[src/rtl/l2cache_control_if.sv]
// Bundle between the L2 control FSM and its neighbours:
// L1 arbiter, tag comparator, datapath and physical memory.
interface l2cache_control_if #(
  parameter int CNT_W = 16
);
  logic             mem_read;
  logic             mem_write;
  logic             mem_resp;
  logic             hit;
  logic             cmp_rst;
  logic             dirty_0;
  logic             dirty_1;
  logic             lru;
  logic             pmem_resp;
  logic             pmem_read;
  logic             pmem_write;
  logic             load_data_0;
  logic             load_data_1;
  logic             data_in_sel;
  logic             load_tag;
  logic             load_valid;
  logic             way_sel;
  logic             set_dirty;
  logic             clear_dirty;
  logic             load_lru;
  logic             lru_in;
  logic             pmem_addr_sel;
  logic [CNT_W-1:0] hit_count;
  logic [CNT_W-1:0] miss_count;

  modport master (
    output mem_read, mem_write, hit, cmp_rst,
    output dirty_0, dirty_1, lru, pmem_resp,
    input  mem_resp, pmem_read, pmem_write,
    input  load_data_0, load_data_1, data_in_sel,
    input  load_tag, load_valid, way_sel,
    input  set_dirty, clear_dirty, load_lru, lru_in,
    input  pmem_addr_sel, hit_count, miss_count
  );

  modport slave (
    input  mem_read, mem_write, hit, cmp_rst,
    input  dirty_0, dirty_1, lru, pmem_resp,
    output mem_resp, pmem_read, pmem_write,
    output load_data_0, load_data_1, data_in_sel,
    output load_tag, load_valid, way_sel,
    output set_dirty, clear_dirty, load_lru, lru_in,
    output pmem_addr_sel, hit_count, miss_count
  );
endinterface

[src/rtl/l2cache_control.sv]
// Control FSM of the 2-way set-associative L2 cache:
// hit service, dirty writeback, line allocate, event counters.
module l2cache_control #(
  parameter int CNT_W = 16
) (
  input  logic              clk,
  input  logic              rst,
  l2cache_control_if.slave  bus
);

  typedef enum logic [1:0] {
    IDLE,
    CHECK,
    WRITEBACK,
    ALLOCATE
  } state_t;

  state_t           state;
  logic             vway;
  logic             refill;
  logic [CNT_W-1:0] hit_q;
  logic [CNT_W-1:0] miss_q;
  logic             req;
  logic             vdirty;

  assign req    = bus.mem_read | bus.mem_write;
  assign vdirty = bus.lru ? bus.dirty_1 : bus.dirty_0;

  assign bus.hit_count  = hit_q;
  assign bus.miss_count = miss_q;

  // State, victim way, refill flag and event counters.
  always_ff @(posedge clk or posedge rst) begin
    if (rst) begin
      state  <= IDLE;
      vway   <= 1'b0;
      refill <= 1'b0;
      hit_q  <= '0;
      miss_q <= '0;
    end else begin
      unique case (state)
        IDLE: begin
          if (req) state <= CHECK;
        end
        CHECK: begin
          refill <= 1'b0;
          if (bus.hit) begin
            if (!refill) hit_q <= hit_q + 1'b1;
            state <= IDLE;
          end else begin
            vway   <= bus.lru;
            miss_q <= miss_q + 1'b1;
            state  <= vdirty ? WRITEBACK : ALLOCATE;
          end
        end
        WRITEBACK: begin
          if (bus.pmem_resp) state <= ALLOCATE;
        end
        ALLOCATE: begin
          if (bus.pmem_resp) begin
            refill <= 1'b1;
            state  <= CHECK;
          end
        end
      endcase
    end
  end

  // Datapath strobes and selects, decoded from state and inputs.
  always_comb begin
    bus.mem_resp      = 1'b0;
    bus.pmem_read     = 1'b0;
    bus.pmem_write    = 1'b0;
    bus.load_data_0   = 1'b0;
    bus.load_data_1   = 1'b0;
    bus.data_in_sel   = 1'b0;
    bus.load_tag      = 1'b0;
    bus.load_valid    = 1'b0;
    bus.way_sel       = 1'b0;
    bus.set_dirty     = 1'b0;
    bus.clear_dirty   = 1'b0;
    bus.load_lru      = 1'b0;
    bus.lru_in        = 1'b0;
    bus.pmem_addr_sel = 1'b0;
    unique case (state)
      IDLE: begin
      end
      CHECK: begin
        if (bus.hit) begin
          bus.way_sel  = bus.cmp_rst;
          bus.mem_resp = 1'b1;
          bus.load_lru = 1'b1;
          bus.lru_in   = ~bus.cmp_rst;
          if (bus.mem_write) begin
            bus.load_data_0 = ~bus.cmp_rst;
            bus.load_data_1 = bus.cmp_rst;
            bus.set_dirty   = 1'b1;
          end
        end
      end
      WRITEBACK: begin
        bus.pmem_write    = 1'b1;
        bus.pmem_addr_sel = 1'b1;
        bus.way_sel       = vway;
      end
      ALLOCATE: begin
        bus.pmem_read = 1'b1;
        bus.way_sel   = vway;
        if (bus.pmem_resp) begin
          bus.load_data_0 = ~vway;
          bus.load_data_1 = vway;
          bus.data_in_sel = 1'b1;
          bus.load_tag    = 1'b1;
          bus.load_valid  = 1'b1;
          bus.clear_dirty = 1'b1;
        end
      end
    endcase
  end

endmodule

[src/flat_wrapper.sv]
// flat-port wrapper written by rule: the top's interface ports become plain ports
module l2cache_control_flat 
#(
  parameter int CNT_W = 16
)
  (clk, rst, bus_mem_read, bus_mem_write, bus_hit, bus_cmp_rst, bus_dirty_0, bus_dirty_1, bus_lru, bus_pmem_resp, bus_mem_resp, bus_pmem_read, bus_pmem_write, bus_load_data_0, bus_load_data_1, bus_data_in_sel, bus_load_tag, bus_load_valid, bus_way_sel, bus_set_dirty, bus_clear_dirty, bus_load_lru, bus_lru_in, bus_pmem_addr_sel, bus_hit_count, bus_miss_count);
  l2cache_control_if #(.CNT_W(CNT_W)) bus_i ();
  input  logic clk;
  input  logic rst;
  input wire logic [$bits(bus_i.mem_read)-1:0] bus_mem_read;
  input wire logic [$bits(bus_i.mem_write)-1:0] bus_mem_write;
  input wire logic [$bits(bus_i.hit)-1:0] bus_hit;
  input wire logic [$bits(bus_i.cmp_rst)-1:0] bus_cmp_rst;
  input wire logic [$bits(bus_i.dirty_0)-1:0] bus_dirty_0;
  input wire logic [$bits(bus_i.dirty_1)-1:0] bus_dirty_1;
  input wire logic [$bits(bus_i.lru)-1:0] bus_lru;
  input wire logic [$bits(bus_i.pmem_resp)-1:0] bus_pmem_resp;
  output wire logic [$bits(bus_i.mem_resp)-1:0] bus_mem_resp;
  output wire logic [$bits(bus_i.pmem_read)-1:0] bus_pmem_read;
  output wire logic [$bits(bus_i.pmem_write)-1:0] bus_pmem_write;
  output wire logic [$bits(bus_i.load_data_0)-1:0] bus_load_data_0;
  output wire logic [$bits(bus_i.load_data_1)-1:0] bus_load_data_1;
  output wire logic [$bits(bus_i.data_in_sel)-1:0] bus_data_in_sel;
  output wire logic [$bits(bus_i.load_tag)-1:0] bus_load_tag;
  output wire logic [$bits(bus_i.load_valid)-1:0] bus_load_valid;
  output wire logic [$bits(bus_i.way_sel)-1:0] bus_way_sel;
  output wire logic [$bits(bus_i.set_dirty)-1:0] bus_set_dirty;
  output wire logic [$bits(bus_i.clear_dirty)-1:0] bus_clear_dirty;
  output wire logic [$bits(bus_i.load_lru)-1:0] bus_load_lru;
  output wire logic [$bits(bus_i.lru_in)-1:0] bus_lru_in;
  output wire logic [$bits(bus_i.pmem_addr_sel)-1:0] bus_pmem_addr_sel;
  output wire logic [$bits(bus_i.hit_count)-1:0] bus_hit_count;
  output wire logic [$bits(bus_i.miss_count)-1:0] bus_miss_count;
  assign bus_i.mem_read = bus_mem_read;
  assign bus_i.mem_write = bus_mem_write;
  assign bus_i.hit = bus_hit;
  assign bus_i.cmp_rst = bus_cmp_rst;
  assign bus_i.dirty_0 = bus_dirty_0;
  assign bus_i.dirty_1 = bus_dirty_1;
  assign bus_i.lru = bus_lru;
  assign bus_i.pmem_resp = bus_pmem_resp;
  assign bus_mem_resp = bus_i.mem_resp;
  assign bus_pmem_read = bus_i.pmem_read;
  assign bus_pmem_write = bus_i.pmem_write;
  assign bus_load_data_0 = bus_i.load_data_0;
  assign bus_load_data_1 = bus_i.load_data_1;
  assign bus_data_in_sel = bus_i.data_in_sel;
  assign bus_load_tag = bus_i.load_tag;
  assign bus_load_valid = bus_i.load_valid;
  assign bus_way_sel = bus_i.way_sel;
  assign bus_set_dirty = bus_i.set_dirty;
  assign bus_clear_dirty = bus_i.clear_dirty;
  assign bus_load_lru = bus_i.load_lru;
  assign bus_lru_in = bus_i.lru_in;
  assign bus_pmem_addr_sel = bus_i.pmem_addr_sel;
  assign bus_hit_count = bus_i.hit_count;
  assign bus_miss_count = bus_i.miss_count;
  l2cache_control #(.CNT_W(CNT_W)) u_core (.clk(clk), .rst(rst), .bus(bus_i));
endmodule
[config.mk]
export PLATFORM = sky130hd
export DESIGN_NAME = l2cache_control_flat
export DESIGN_NICKNAME = d
export VERILOG_FILES = /design/src/rtl/l2cache_control_if.sv /design/src/rtl/l2cache_control.sv /design/src/flat_wrapper.sv
export SDC_FILE = /design/constraint.sdc
export NUM_CORES = 1
export LEC_CHECK = 0
export CORE_ASPECT_RATIO = 1.1
export CORE_UTILIZATION = 47
export DETAILED_ROUTE_END_ITERATION = 8
export PLACE_DENSITY = 0.8
export SLEW_MARGIN = 20
export SYNTH_ARGS = -nofsm -noshare
export SYNTH_HDL_FRONTEND = slang
export SYNTH_SLANG_ARGS = --single-unit
[constraint.sdc]
create_clock -name clk -period 1.8 [get_ports clk]
set_input_delay 0.18 -clock clk [delete_from_list [all_inputs] [get_ports clk]]
set_output_delay 0.18 -clock clk [all_outputs]
set_load 0.01 [all_outputs]
# Yosys cells after proc, flatten, opt, wreduce, memory -nomap -nowiden
# Index checks and enable logic that the tools add are counted.
# word_totals
in_bits,10
word_cells,55
regBits,36
out_inout_bits,46
# op_classes
n_addsub,2
n_reduce_logical,7
mux,30
eq_ne,6
n_bitwise,5
# ops
op,count
$add A16 B1 Y16 const B,2
$mux W1,21
$mux W2,4
$pmux W1 S2,4
$pmux W2 S4,1
$reduce_and A3 Y1,2
$eq A2 B2 Y1 const B,2
$ne A2 B2 Y1 const B,2
$not A1 Y1,4
$reduce_and A2 Y1,2
$eq A2 B1 Y1 const B,1
$logic_not A2 Y1,1
$ne A2 B1 Y1 const B,1
$reduce_bool A2 Y1,1
$reduce_or A2 Y1,1
$or A1 B1 Y1,1

# Logic depth before layout (Yosys ltp)
# Gate-level depths: netlist of run 1.
# depth
word_depth,4
ltp_mapped,6

# Worst setup path after synthesis of run 1
# Ideal clock, no wire load.
# synth_timing
path_type,register to register
start,register u_core.state[1]
end,"register u_core.miss_q[13], in the netlist u_core.bus.miss_count[13]"
period_less_slack_ns,1.618
stages_incl_launch_ff,7
setup_ns,0.125
path_buffers,0
path_slack_ns,0.182
arrival_ns,1.493
cell_sequence,dfrtp_1 > inv_1 > ha_1 > nand4b_4 > nor4_4 > nand4_1 > xnor2_1
# synth_between
elab_chain_cells,2
# synth_lines
element,line,source
start: declaration,l2cache_control.sv:18,state_t state;
start signal: assignment,l2cache_control.sv:53,state <= vdirty ? WRITEBACK : ALLOCATE;
$eq A2 B1 Y1,l2cache_control.sv:41,unique case (state)
$reduce_and A2 Y1 (no source line),n/a,
end signal: assignment,l2cache_control.sv:52,miss_q <= miss_q + 1'b1;
end: declaration,l2cache_control.sv:22,logic [CNT_W-1:0] miss_q;
# Every way passes these cells.
# A chain may end at the register's enable or synchronous reset.

# Worst setup path after layout of run 1
# layout_timing
start,register u_core.state[0]
end,output bus_load_data_1
# layout_between
elab_chain_cells,2
# layout_lines
element,line,source
$eq A2 B2 Y1 or $eq A2 B1 Y1 (tied branches),l2cache_control.sv:85,unique case (state)
$pmux W1 S2 *,l2cache_control.sv:85,
end: declaration,flat_wrapper.sv:22,output wire logic [$bits(bus_i.load_data_1)-1:0] bus_load_data_1;
# Mark *: on every way between the ends. The rest lies on a longest branch, timed or not.

==> results of run 1 <==
## repair_timing
action,in CTS,in global routing
cloned,0,0
pin swaps,0,0
setup buffers,0,1
setup endpoints to repair,14,10
gates resized for setup,20,10
## per-stage QoR
stage / TNS [ns] / instances / cell area (sq um) / util (%) / hold WS, ns
after floorplan: 0 / 161 / 1850 / - / 0.331
after global placement: 0 / 265 / 2450 / 66.1 / 0.462
after detailed placement: -0.0112 / 265 / 2450 / 66.1 / 0.463
after CTS: 0 / 272 / 2540 / 68.3 / 0.320
after global routing: -0.0311 / 273 / 2560 / 69.0 / 0.355
final: 0 / 273 / 2560 / 69.0 / 0.305
## metal layers
metal | global-route usage (%) | up-vias | wire length [microns]
li1 | - | 669 | -
met1 | 22.7 | 667 | 1530
met2 | 39.1 | 48 | 2160
met3 | 6.81 | 4 | 179
met4 | 9.44 | 0 | 48
met5 | 0 | - | 0
## worst min-delay path: stages
cell             delay [ns]
clkdlybuf4s50_1        0.40
inv_1                  0.05
buf_4                  0.38
## worst paths after layout
path | from | cells past startpoint | end | slack, ns
min | rst | 3 | u_core.bus.miss_count[12] | 0.31
min in group clk | u_core.bus.hit_count[15] | 1 | u_core.bus.hit_count[15] | 0.48
max reg2reg | u_core.state[0] | 4 | u_core.bus.miss_count[1] | 0.10
max in group asynchronous | rst | 3 | u_core.state[0] | 1.16
min reg2reg | u_core.bus.hit_count[15] | 1 | u_core.bus.hit_count[15] | 0.48
max | u_core.state[0] | 5 | bus_load_data_1 | 0.04
## registers in the layout (all words and copies together) (netlist names)
signal,cells
u_core.state,2
u_core.bus.hit_count,16
u_core.refill,1
u_core.vway,1
u_core.bus.miss_count,16
## cell usage after synthesis
cell type	instances
buf_4	5
o21a_1	1
inv_1	9
dfrtp_1	36
xnor2_1	22
nor2_1	9
nand3_1	10
o22ai_1	1
xor2_1	8
nor2b_1	1
and4_1	5
a32o_1	1
mux2_2	3
nand4b_4	1
a311oi_1	1
o21ai_0	5
and2_1	2
ha_1	9
a21oi_1	1
nand3b_4	1
nand2_1	14
nand4b_1	1
nand4_1	6
or2_1	1
and2_2	1
buf_6	1
mux2i_1	3
nor4_4	2
nand4_4	1
## kinds of logic (layout without fill, tap and decap cells)
kind of cell    after synthesis  after routing  synth area share (%)
fa+ha+maj                     9              9                  6.08
simple gates                 55             55                  19.8
mux                           6              6                  3.45
buf+inv                      15             77                  4.46
flops                        36             36                  48.6
xor+xnor                     30             30                  14.2
compound gates               10             10                  3.38
## final cells by class
cell class	instances	area share (%)
Tap cell	50	2.44
Multi-Input combinational cell	110	35.3
Timing Repair Buffer	61	22.7
Sequential cell	36	35.2
Clock buffer	6	2.83
Inverter	9	1.32
Clock inverter	1	0.195
## power by group through the flow
stage	registers [W]	logic (W)	clock network, W
3_5_place_dp	0.00122	0.00111	0
6_report	0.00123	0.00113	0.000524
2_1_floorplan	0.00123	0.000564	0
5_1_grt	0.00125	0.00124	0.000590
3_3_place_gp	0.00120	0.00107	0
4_1_cts	0.00122	0.00111	0.000544
==> reports/results.ini, run 1 <==
[global_routing]
grt_pass1_vias=1450
grt_usage_pct=21.7
grt_overflow_total=0
grt_pass1_wl_microns=6480
antenna_found_initial=0
grt_max_degree=37

[route]
via_per_inst=5.08
drt_wl_total_microns=3910
route.vias.total=1388
drtIter0Drc=27
ant_nets=0
avgRoutedWirePerCell_microns=14.3
drc=0
firstDrtPassIters=4

[cells_and_area]
n_fill_cell=280
layout.nets=242
area_delta_synth_final_pct=38.4
antenna_cells=0
seqCellArea_sq_um=902
drive_gt1_share_pct=13.9
multi_input_area_sq_um=905
final_cell_mix=41 x clkdlybuf4s50_1, 35 x dfrtp_1, 22 x xnor2_1, 14 x nand2_1, 10 x nand3_1
final_common_cell=clkdlybuf4s50_1

[sta]
finalCritPeriodShare_pct=97.8
setup_viol=0
period_minus_slack_ns=1.76
setup_slack_ns=0.0402
hold_viol_final=0
clock.fmax_ghz=0.568
rsz0062_at_grt=true
drv_slew=0
tightest_slew_ns=0.482
slew_headroom_pct=67.8
fin_worst_skew_ns=0.00219

[synth]
seq_area_frac_synth_pct=48.6
avgSynthCellArea_sq_um=11.5
synth_top_area_cell=dfrtp_1
syn_area_sq_um=1850
yosysUniqueCellTypes=29
yosys-top-cells-area=dfrtp_1 49%, xnor2_1 10%, ha_1 6.1%
ys_ff_latch=36
synth_top_area_share_pct=48.6
synth_warnings=0
syn_inst=161
synthesis.nets=180

[power_and_ir_drop]
p_int_w=0.00185
sw_frac_of_total_pct=35.8
pwr-share-comb_pct=39.2
leakagePower_nw=1.25
pwr-share-clk_pct=18.2
p_per_area_nw_per_um2=1120
seq_power_share_pct=42.6
p_sw_w=0.00103
total_power_w=0.00288
ir_drop_mv=0.644

[critical_path]
critical-path-max-stage-delay_ns=0.46
slowest_stage=dfrtp_2
end_kind=output pin
path_buf_inv=2
path_delay_family=flip-flops
critical_path_arrival_ns=1.58
start_kind=flip-flop
worst-path-max-fanout=5
path_cells=ha_4 > nand3_1 > inv_1 > a32o_1 > dlygate4sd2_1
critPathKind=reg -> out
critPathRequiredTime_ns=1.62

[clock_network]
ctsLongestPathBuffers=2
clock-root-buffer=clkbuf_8
cts_buffers=5
cts-htree-levels=2
clk_pin_slew_ns=0.07
ctsHoldBuffers=0
cts_tree=yes
clkLatencyLatePin_ns=0.28
clock-sinks=36

[min_path]
hp-class=in -> async

[placement]
dp_hpwl_microns=2940
place_congestion=0.756
io_buffers=55
dpl_worst_slack_ns=-0.0112

[die]
chipHeight_microns=67.8
num_rows=23
die_area_sq_um=4190
start_util_pct=49.9
dieWidth_microns=61.8
coreArea_sq_um=3710
io_pins=56

[run_status]
run_status=finished, final reports clean

[run]
maxCapViolCount=0

(Power assumes the default switching activity.)
==> run 2, diff against run 1 <==
CORE_UTILIZATION = 48   (was 47)
CTS_BUF_LIST = sky130_fd_sc_hd__clkbuf_8   (was unset)
PLACE_DENSITY = 0.81   (was 0.8)
==> run 2 against run 1 <==
Compared with the run above: via count grew 6.2%; final cell count grew 3.3%; utilization grew 4.4 points; clock power grew 49%; fmax is essentially flat; non-clock buffer count grew 8; register-to-register slack is essentially flat; clock skew grew 0.0037 ns; setup slack lost 0.0015 ns; critical path depth shrank 2; global-route usage grew 2.3 points; sequential power is essentially flat; largest power group is now combinational cells.
==> reports/results.ini, run 2 (synthesis results as in run 1) <==
[cells_and_area]
final_common_cell=clkdlybuf4s50_1  ; unchanged
antenna_cells=0  ; unchanged
layout.nets=250  ; was 242
multi_input_area_sq_um=911  ; was 905 sq um
drive_gt1_share_pct=17.2  ; was 13.9%
n_fill_cell=272  ; was 280
final_area_sq_um=2680  ; was 2560 sq um
final_cell_mix=42 x clkdlybuf4s50_1, 35 x dfrtp_1, 22 x xnor2_1, 14 x nand2_1, 13 x buf_4  ; was 41 x clkdlybuf4s50_1, 35 x dfrtp_1, 22 x xnor2_1, 14 x nand2_1, 10 x nand3_1
final_util_pct=73.4  ; was 69.0%
seqCellArea_sq_um=902  ; unchanged
area_delta_synth_final_pct=44.9  ; was 38.4%

[min_path]
hp-class=in -> async  ; unchanged

[route]
route.met3.wl_microns=226  ; was 179 microns
drc=0  ; unchanged
wl_met1_microns=1700  ; was 1530 microns
ant_nets=0  ; unchanged
routed.top_layer=met4  ; unchanged
via_per_inst=5.23  ; was 5.08
drt_wl_total_microns=4270  ; was 3910 microns
route.vias.total=1474  ; was 1388
avgRoutedWirePerCell_microns=15.1  ; was 14.3 microns
dr_wl_met2_microns=2210  ; was 2160 microns
firstDrtPassIters=4  ; unchanged
drtIter0Drc=71  ; was 27

[global_routing]
grt_max_degree=14  ; was 37
grt_overflow_total=0  ; unchanged
antenna_found_initial=0  ; unchanged
grt_usage_pct=24.0  ; was 21.7%
grt_pass1_wl_microns=7070  ; was 6480 microns
grt_pass1_vias=1505  ; was 1450

[die]
dieWidth_microns=61.2  ; was 61.8 microns
die_area_sq_um=4110  ; was 4190 sq um
start_util_pct=50.7  ; was 49.9%
num_rows=23  ; unchanged
coreArea_sq_um=3650  ; was 3710 sq um
chipHeight_microns=67.1  ; was 67.8 microns
io_pins=56  ; unchanged

[critical_path]
path_buf_inv=2  ; unchanged
path_cells=buf_4 > ha_4 > clkdlybuf4s50_1  ; was ha_4 > nand3_1 > inv_1 > a32o_1 > dlygate4sd2_1
worst-path-max-fanout=5  ; unchanged
slowest_stage=clkdlybuf4s50_1  ; was dfrtp_2
timing.rr.start=u_core.state[1]  ; was u_core.state[0]
critPathRequiredTime_ns=1.62  ; about the same
end_kind=output pin  ; unchanged
regToRegSetupSlack_ns=0.11  ; was 0.10 ns
critical-path-max-stage-delay_ns=0.54  ; was 0.46 ns
start_kind=flip-flop  ; unchanged
critical_path_arrival_ns=1.58  ; about the same
critPathKind=reg -> out  ; unchanged
r2r-end=u_core.bus.miss_count[1]  ; unchanged
path_delay_family=buffers and inverters  ; was flip-flops
r2r_cells=5  ; was 4

[clock_network]
cts-htree-levels=2  ; unchanged
clock-sinks=36  ; unchanged
cts_tree=yes  ; unchanged
cts_buffers=5  ; unchanged
clk_pin_slew_ns=0.07  ; about the same
ctsLongestPathBuffers=2  ; unchanged
clkLatencyLatePin_ns=0.29  ; was 0.28 ns
ctsHoldBuffers=0  ; unchanged
clock-root-buffer=clkbuf_8  ; unchanged

[power_and_ir_drop]
p_per_area_nw_per_um2=1200  ; was 1120 nW/um^2
ir_drop_mv=0.836  ; was 0.644 mV
total_power_w=0.00323  ; was 0.00288 W
leakagePower_nw=1.26  ; was 1.25 nW

[sta]
slew_headroom_pct=68.2  ; was 67.8%
rsz0062_at_grt=true  ; unchanged
clock.fmax_ghz=0.568  ; about the same
fin_tns_setup_ns=0  ; unchanged
period_minus_slack_ns=1.76  ; about the same
finalCritPeriodShare_pct=97.8  ; about the same
drv_slew=0  ; unchanged
setup_slack_ns=0.0387  ; was 0.0402 ns
setup_viol=0  ; unchanged
tightest_slew_ns=0.476  ; was 0.482 ns
fin_worst_skew_ns=0.00588  ; was 0.00219 ns
hold_viol_final=0  ; unchanged

[placement]
place_area_sq_um=2490  ; was 2450 sq um
dp_hpwl_microns=3100  ; was 2940 microns
place_congestion=0.787  ; was 0.756
dpl_worst_slack_ns=-0.0451  ; was -0.0112 ns
io_buffers=55  ; unchanged

[run_status]
run_status=finished, final reports clean  ; unchanged

[run]
maxCapViolCount=0  ; unchanged

run 2: cell types whose count changed in the layout (fill, tap and decap cells not counted), sizes merged:
cell           previous run  this run
clkdlybuf4s15             0         3
bufinv                    0         1
dlygate4sd2               9        10
buf                       7        14
clkdlybuf4s50            41        42
clkinv                    1         0
dlymetal6s2s              3         0
run 2: timing repair:
action	in CTS	in global routing
gates resized for setup	25	5
setup buffers	2	2
endpoints found under the setup margin	15	4
run 2: how the worst max path moves through the flow:
stage               slack [ns]                   endpoint  cells past startpoint             from
floorplan                 0.18  u_core.bus.miss_count[13]                      6  u_core.state[1]
global placement          0.04            bus_load_data_0                      5          bus_hit
detailed placement       -0.05            bus_load_data_0                      6  u_core.state[1]
CTS                       0.02            bus_load_data_0                      6  u_core.state[1]
global route             -0.02            bus_load_data_0                      6  u_core.state[1]
finish                    0.04              bus_pmem_read                      3  u_core.state[0]
run 2: routing by layer:
layer	GRT usage [%]	vias to the layer above
met5	0	-
met4	12.2	0
met3	5.75	13
met2	41.8	57
met1	26.8	719
li1	-	685
run 2: stage by stage:
step           hold slack (ns)  cells
2_1_floorplan            0.331    161
3_3_place_gp             0.463    270
3_5_place_dp             0.473    270
4_1_cts                  0.219    280
5_1_grt                  0.242    282
6_report                 0.206    282
run 2: worst register-to-register path, stage by stage, from the launching register on:
cell     delay (ns)
dfrtp_1        0.40
inv_2          0.10
buf_4          0.12
ha_4           0.16
nor2b_1        0.41
mux2_2         0.39
run 2: report_power, final:
part / internal [W] / total [W] / leakage (nW) / switching [W]
sequential: 0.000973 / 0.00122 / 0.478 / 0.000250
combinational: 0.000677 / 0.00123 / 0.719 / 0.000548
clock: 0.000489 / 0.000779 / 0.0645 / 0.000290
total: 0.00214 / 0.00323 / 1.26 / 0.00109
run 2: final cells by class:
type / count / area share (%)
multi-input combinational: 110 / 33.9
sequential: 36 / 33.6
timing repair buffer: 69 / 24.1
clock buffer: 7 / 3.59
tap: 50 / 2.33
inverter: 9 / 1.26
clock inverter: 1 / 1.12
==> run 3, diff against run 2 <==
ABC_AREA = 1   (was unset)
CORE_ASPECT_RATIO = unset   (was 1.1)
CORE_UTILIZATION = 45   (was 48)
PLACE_DENSITY = 0.79   (was 0.81)
clock period = 1.55 ns   (was 1.8 ns; I/O delays follow)
==> run 3 against run 2 <==
Compared with the run above: the run now ends with setup timing left; first-iteration DRC count is 38% higher; clock power is 9.2% lower; largest power group unchanged; non-clock buffer count is 16 higher; critical path type unchanged; sequential power is 9.8% higher; area after synthesis is 9.3% higher; setup slack worse by 0.11 ns; worst hold slack worse by 0.018 ns; clock-buffer cell count is 1 lower; design area is 13% higher; via count is 27% higher; final cell count is 39% higher; critical path depth is 3 higher.
==> reports/results.ini, run 3 <==
[critical_path]
r2r_cells=10  ; was 5
critPathRequiredTime_ns=1.39  ; was 1.62 ns
startpoint=u_core.state[0]  ; unchanged
r2r-end=u_core.bus.hit_count[11]  ; was u_core.bus.miss_count[1]
critPathKind=reg -> out  ; unchanged
crit_end=bus_way_sel  ; was bus_pmem_read
worst-path-max-fanout=3  ; was 5
end_kind=output pin  ; unchanged
regToRegSetupSlack_ns=0.04  ; was 0.11 ns
critical_path_arrival_ns=1.47  ; was 1.58 ns
start_kind=flip-flop  ; unchanged
timing.rr.start=u_core.state[0]  ; was u_core.state[1]

[die]
io_pins=56  ; unchanged
start_util_pct=46.8  ; was 50.7%
dieWidth_microns=69.1  ; was 61.2 microns
num_rows=24  ; was 23
coreArea_sq_um=4320  ; was 3650 sq um
chipHeight_microns=69.1  ; was 67.1 microns
die_area_sq_um=4770  ; was 4110 sq um

[global_routing]
grt_pass1_vias=1825  ; was 1505
grt_pass1_wl_microns=7900  ; was 7070 microns
grt_max_degree=37  ; was 14
grt_usage_pct=20.6  ; was 24.0%
antenna_found_initial=0  ; unchanged
grt_overflow_total=0  ; unchanged

[synth]
syn_inst=252  ; was 161
ys.flop_type=dfrtp_1  ; unchanged
syn_area_sq_um=2020  ; was 1850 sq um
synth_warnings=0  ; unchanged
synthesis.nets=271  ; was 180
yosysUniqueCellTypes=21  ; was 29
synth_async_sr_flop_share_pct=100  ; unchanged
ys_ff_latch=36  ; unchanged
seq_area_frac_synth_pct=44.5  ; was 48.6%
yosys-top-cells-area=dfrtp_1 45%, nand2_1 12%, inv_1 7.2%  ; was dfrtp_1 49%, xnor2_1 10%, ha_1 6.1%
synth_edf_count=0  ; unchanged
synth_commonest_cells=67 x nand2_1, 39 x inv_1, 36 x dfrtp_1  ; was 36 x dfrtp_1, 22 x xnor2_1, 14 x nand2_1
synth_top_area_cell=dfrtp_1  ; unchanged
synth_top_area_share_pct=44.5  ; was 48.6%
yosys.cell_count.top_type=nand2_1  ; was dfrtp_1
avgSynthCellArea_sq_um=8.03  ; was 11.5 sq um

[sta]
finalCritPeriodShare_pct=105
setup_viol=2  ; was 0
setup_slack_ns=-0.0701  ; was 0.0387 ns
hold_viol_final=0  ; unchanged
drv_slew=0  ; unchanged
slew_headroom_pct=80.7  ; was 68.2%
fin_worst_skew_ns=0.00962  ; was 0.00588 ns
worst_hold_slack_ns=0.188  ; was 0.206 ns
tightest_slew_ns=0.288  ; was 0.476 ns
clock.fmax_ghz=0.617
rsz0062_at_grt=true  ; unchanged
period_minus_slack_ns=1.62

[clock_network]
clock-root-buffer=clkbuf_8  ; unchanged
cts_buffers=5  ; unchanged
clk_pin_slew_ns=0.08  ; was 0.07 ns
cts_tree=yes  ; unchanged
ctsHoldBuffers=0  ; unchanged
ctsLongestPathBuffers=2  ; unchanged
cts-htree-levels=2  ; unchanged
clock-sinks=36  ; unchanged
clkLatencyLatePin_ns=0.30  ; was 0.29 ns

[power_and_ir_drop]
pwr-share-comb_pct=46.4  ; was 38.0%
seq_power_share_pct=35.1  ; was 37.9%
pwr-share-clk_pct=18.5  ; was 24.1%
p_sw_w=0.00142  ; was 0.00109 W
leakagePower_nw=1.53  ; was 1.26 nW
sw_frac_of_total_pct=37.1  ; was 33.7%
p_int_w=0.00240  ; was 0.00214 W
p_per_area_nw_per_um2=1260  ; was 1200 nW/um^2
ir_drop_mv=1.05  ; was 0.836 mV
total_power_w=0.00381  ; was 0.00323 W

[cells_and_area]
antenna_cells=0  ; unchanged
n_fill_cell=357  ; was 272
final_cell_mix=66 x nand2_1, 41 x clkdlybuf4s50_1, 37 x inv_1, 36 x dfrtp_1, 25 x nor2_1  ; was 42 x clkdlybuf4s50_1, 35 x dfrtp_1, 22 x xnor2_1, 14 x nand2_1, 13 x buf_4
seqCellArea_sq_um=901  ; was 902 sq um
multi_input_area_sq_um=1050  ; was 911 sq um
layout.nets=358  ; was 250
area_delta_synth_final_pct=49.4  ; was 44.9%
drive_gt1_share_pct=22.9  ; was 17.2%
final_common_cell=nand2_1  ; was clkdlybuf4s50_1

[run]
maxCapViolCount=0  ; unchanged

[route]
ant_nets=0  ; unchanged
avgRoutedWirePerCell_microns=12.1  ; was 15.1 microns
route.vias.total=1865  ; was 1474
drtIter0Drc=98  ; was 71
drt_wl_total_microns=4730  ; was 4270 microns
drc=0  ; unchanged
via_per_inst=4.76  ; was 5.23
firstDrtPassIters=4  ; unchanged

[run_status]
run_status=complete, but fails checks  ; was finished, final reports clean
violations=setup timing

[placement]
place_congestion=0.807  ; was 0.787
dp_hpwl_microns=3390  ; was 3100 microns
io_buffers=55  ; unchanged

[min_path]
hp-class=in -> async  ; unchanged

==> run 3: cell types whose count changed after synthesis, moves of 3 or more <==
| cell | previous run | this run |
|---|---|---|
| xor2_1 | 8 | 11 |
| mux2_2 | 3 | 0 |
| mux2i_1 | 3 | 0 |
| and4_1 | 5 | 0 |
| nand2_1 | 14 | 67 |
| inv_1 | 9 | 39 |
| nand3b_1 | 0 | 3 |
| nand3_1 | 10 | 7 |
| nor3_1 | 0 | 5 |
| nor2_4 | 0 | 4 |
| o21ai_0 | 5 | 9 |
| xnor2_1 | 22 | 9 |
| nor2_1 | 9 | 30 |
| a21oi_1 | 1 | 5 |
==> run 3: how the worst min path moves through the flow <==
stage / endpoint / cells after the start / start
after floorplan: u_core.refill / 2 / bus_pmem_resp
after global placement: u_core.bus.miss_count[15] / 2 / u_core.bus.miss_count[15]
after detailed placement: u_core.bus.hit_count[3] / 1 / u_core.bus.hit_count[3]
after CTS: u_core.bus.hit_count[2] / 3 / rst
after global routing: u_core.bus.hit_count[3] / 3 / rst
final: u_core.bus.hit_count[2] / 3 / rst
==> run 3: per-stage QoR <==
| step | setup TNS [ns] | cell area (sq um) | setup slack [ns] | util (%) | cells |
|---|---|---|---|---|---|
| 2_1_floorplan | 0 | 2020 | 0.0379 | - | 252 |
| 3_3_place_gp | -0.925 | 2800 | -0.187 | 64.8 | 379 |
| 3_5_place_dp | -1.34 | 2800 | -0.202 | 64.8 | 379 |
| 4_1_cts | -0.0302 | 2960 | -0.0117 | 68.5 | 388 |
| 5_1_grt | -0.700 | 3020 | -0.137 | 69.9 | 392 |
| 6_report | -0.0902 | 3020 | -0.0701 | 69.9 | 392 |
==> run 3: cells by family (layout without fill, tap and decap cells) <==
logic type	after synthesis	in the layout	share of synthesized area (%)
AND/OR/NAND/NOR	127	127	28.1
flip-flops	36	36	44.5
AO/OA/AOI/OAI	15	15	3.83
XOR/XNOR	20	20	8.66
buffers and inverters	45	133	9.28
adder cells (fa/ha/maj)	9	9	5.57
==> run 3: power by group through the flow <==
stage          logic, W  registers (W)  clock network (W)
2_1_floorplan  0.000680        0.00139                  0
3_3_place_gp    0.00148        0.00134                  0
3_5_place_dp    0.00154        0.00134                  0
4_1_cts         0.00166        0.00134           0.000726
5_1_grt         0.00193        0.00137           0.000754
6_report        0.00177        0.00134           0.000707
==> run 3: what timing repair did <==
action / 4_1_cts / 5_1_grt
buffers inserted: 1 / 4
resized for setup: 72 / 22
pin swaps: 2 / 6
endpoints found under the setup margin: 16 / 24
==> run 3: worst max-delay path, stage by stage, from the launching register on <==
cell and delay [ns]:
dfrtp_1 0.38, buf_6 0.11, ha_4 0.15, buf_4 0.13
nand3_1 0.11, a21oi_2 0.15, buf_2 0.15
==> run 3: area by class of cell <==
cell class / count / share of cell area [%]
flip-flops and latches: 36 / 29.8
well taps: 52 / 2.15
multi-input cells: 171 / 34.7
repair buffers: 85 / 25.2
clock inverters: 2 / 0.331
inverters: 40 / 5.05
clock buffers: 6 / 2.73
==> run 3: layer usage <==
layer  global-route usage, %  wire [microns]  part of all wire [%]
met5                       0               0                     0
met2                    36.2            2460                    52
met3                    3.80             191                   4.0
met1                    24.7            1990                    42
met4                    8.39              86                   1.8
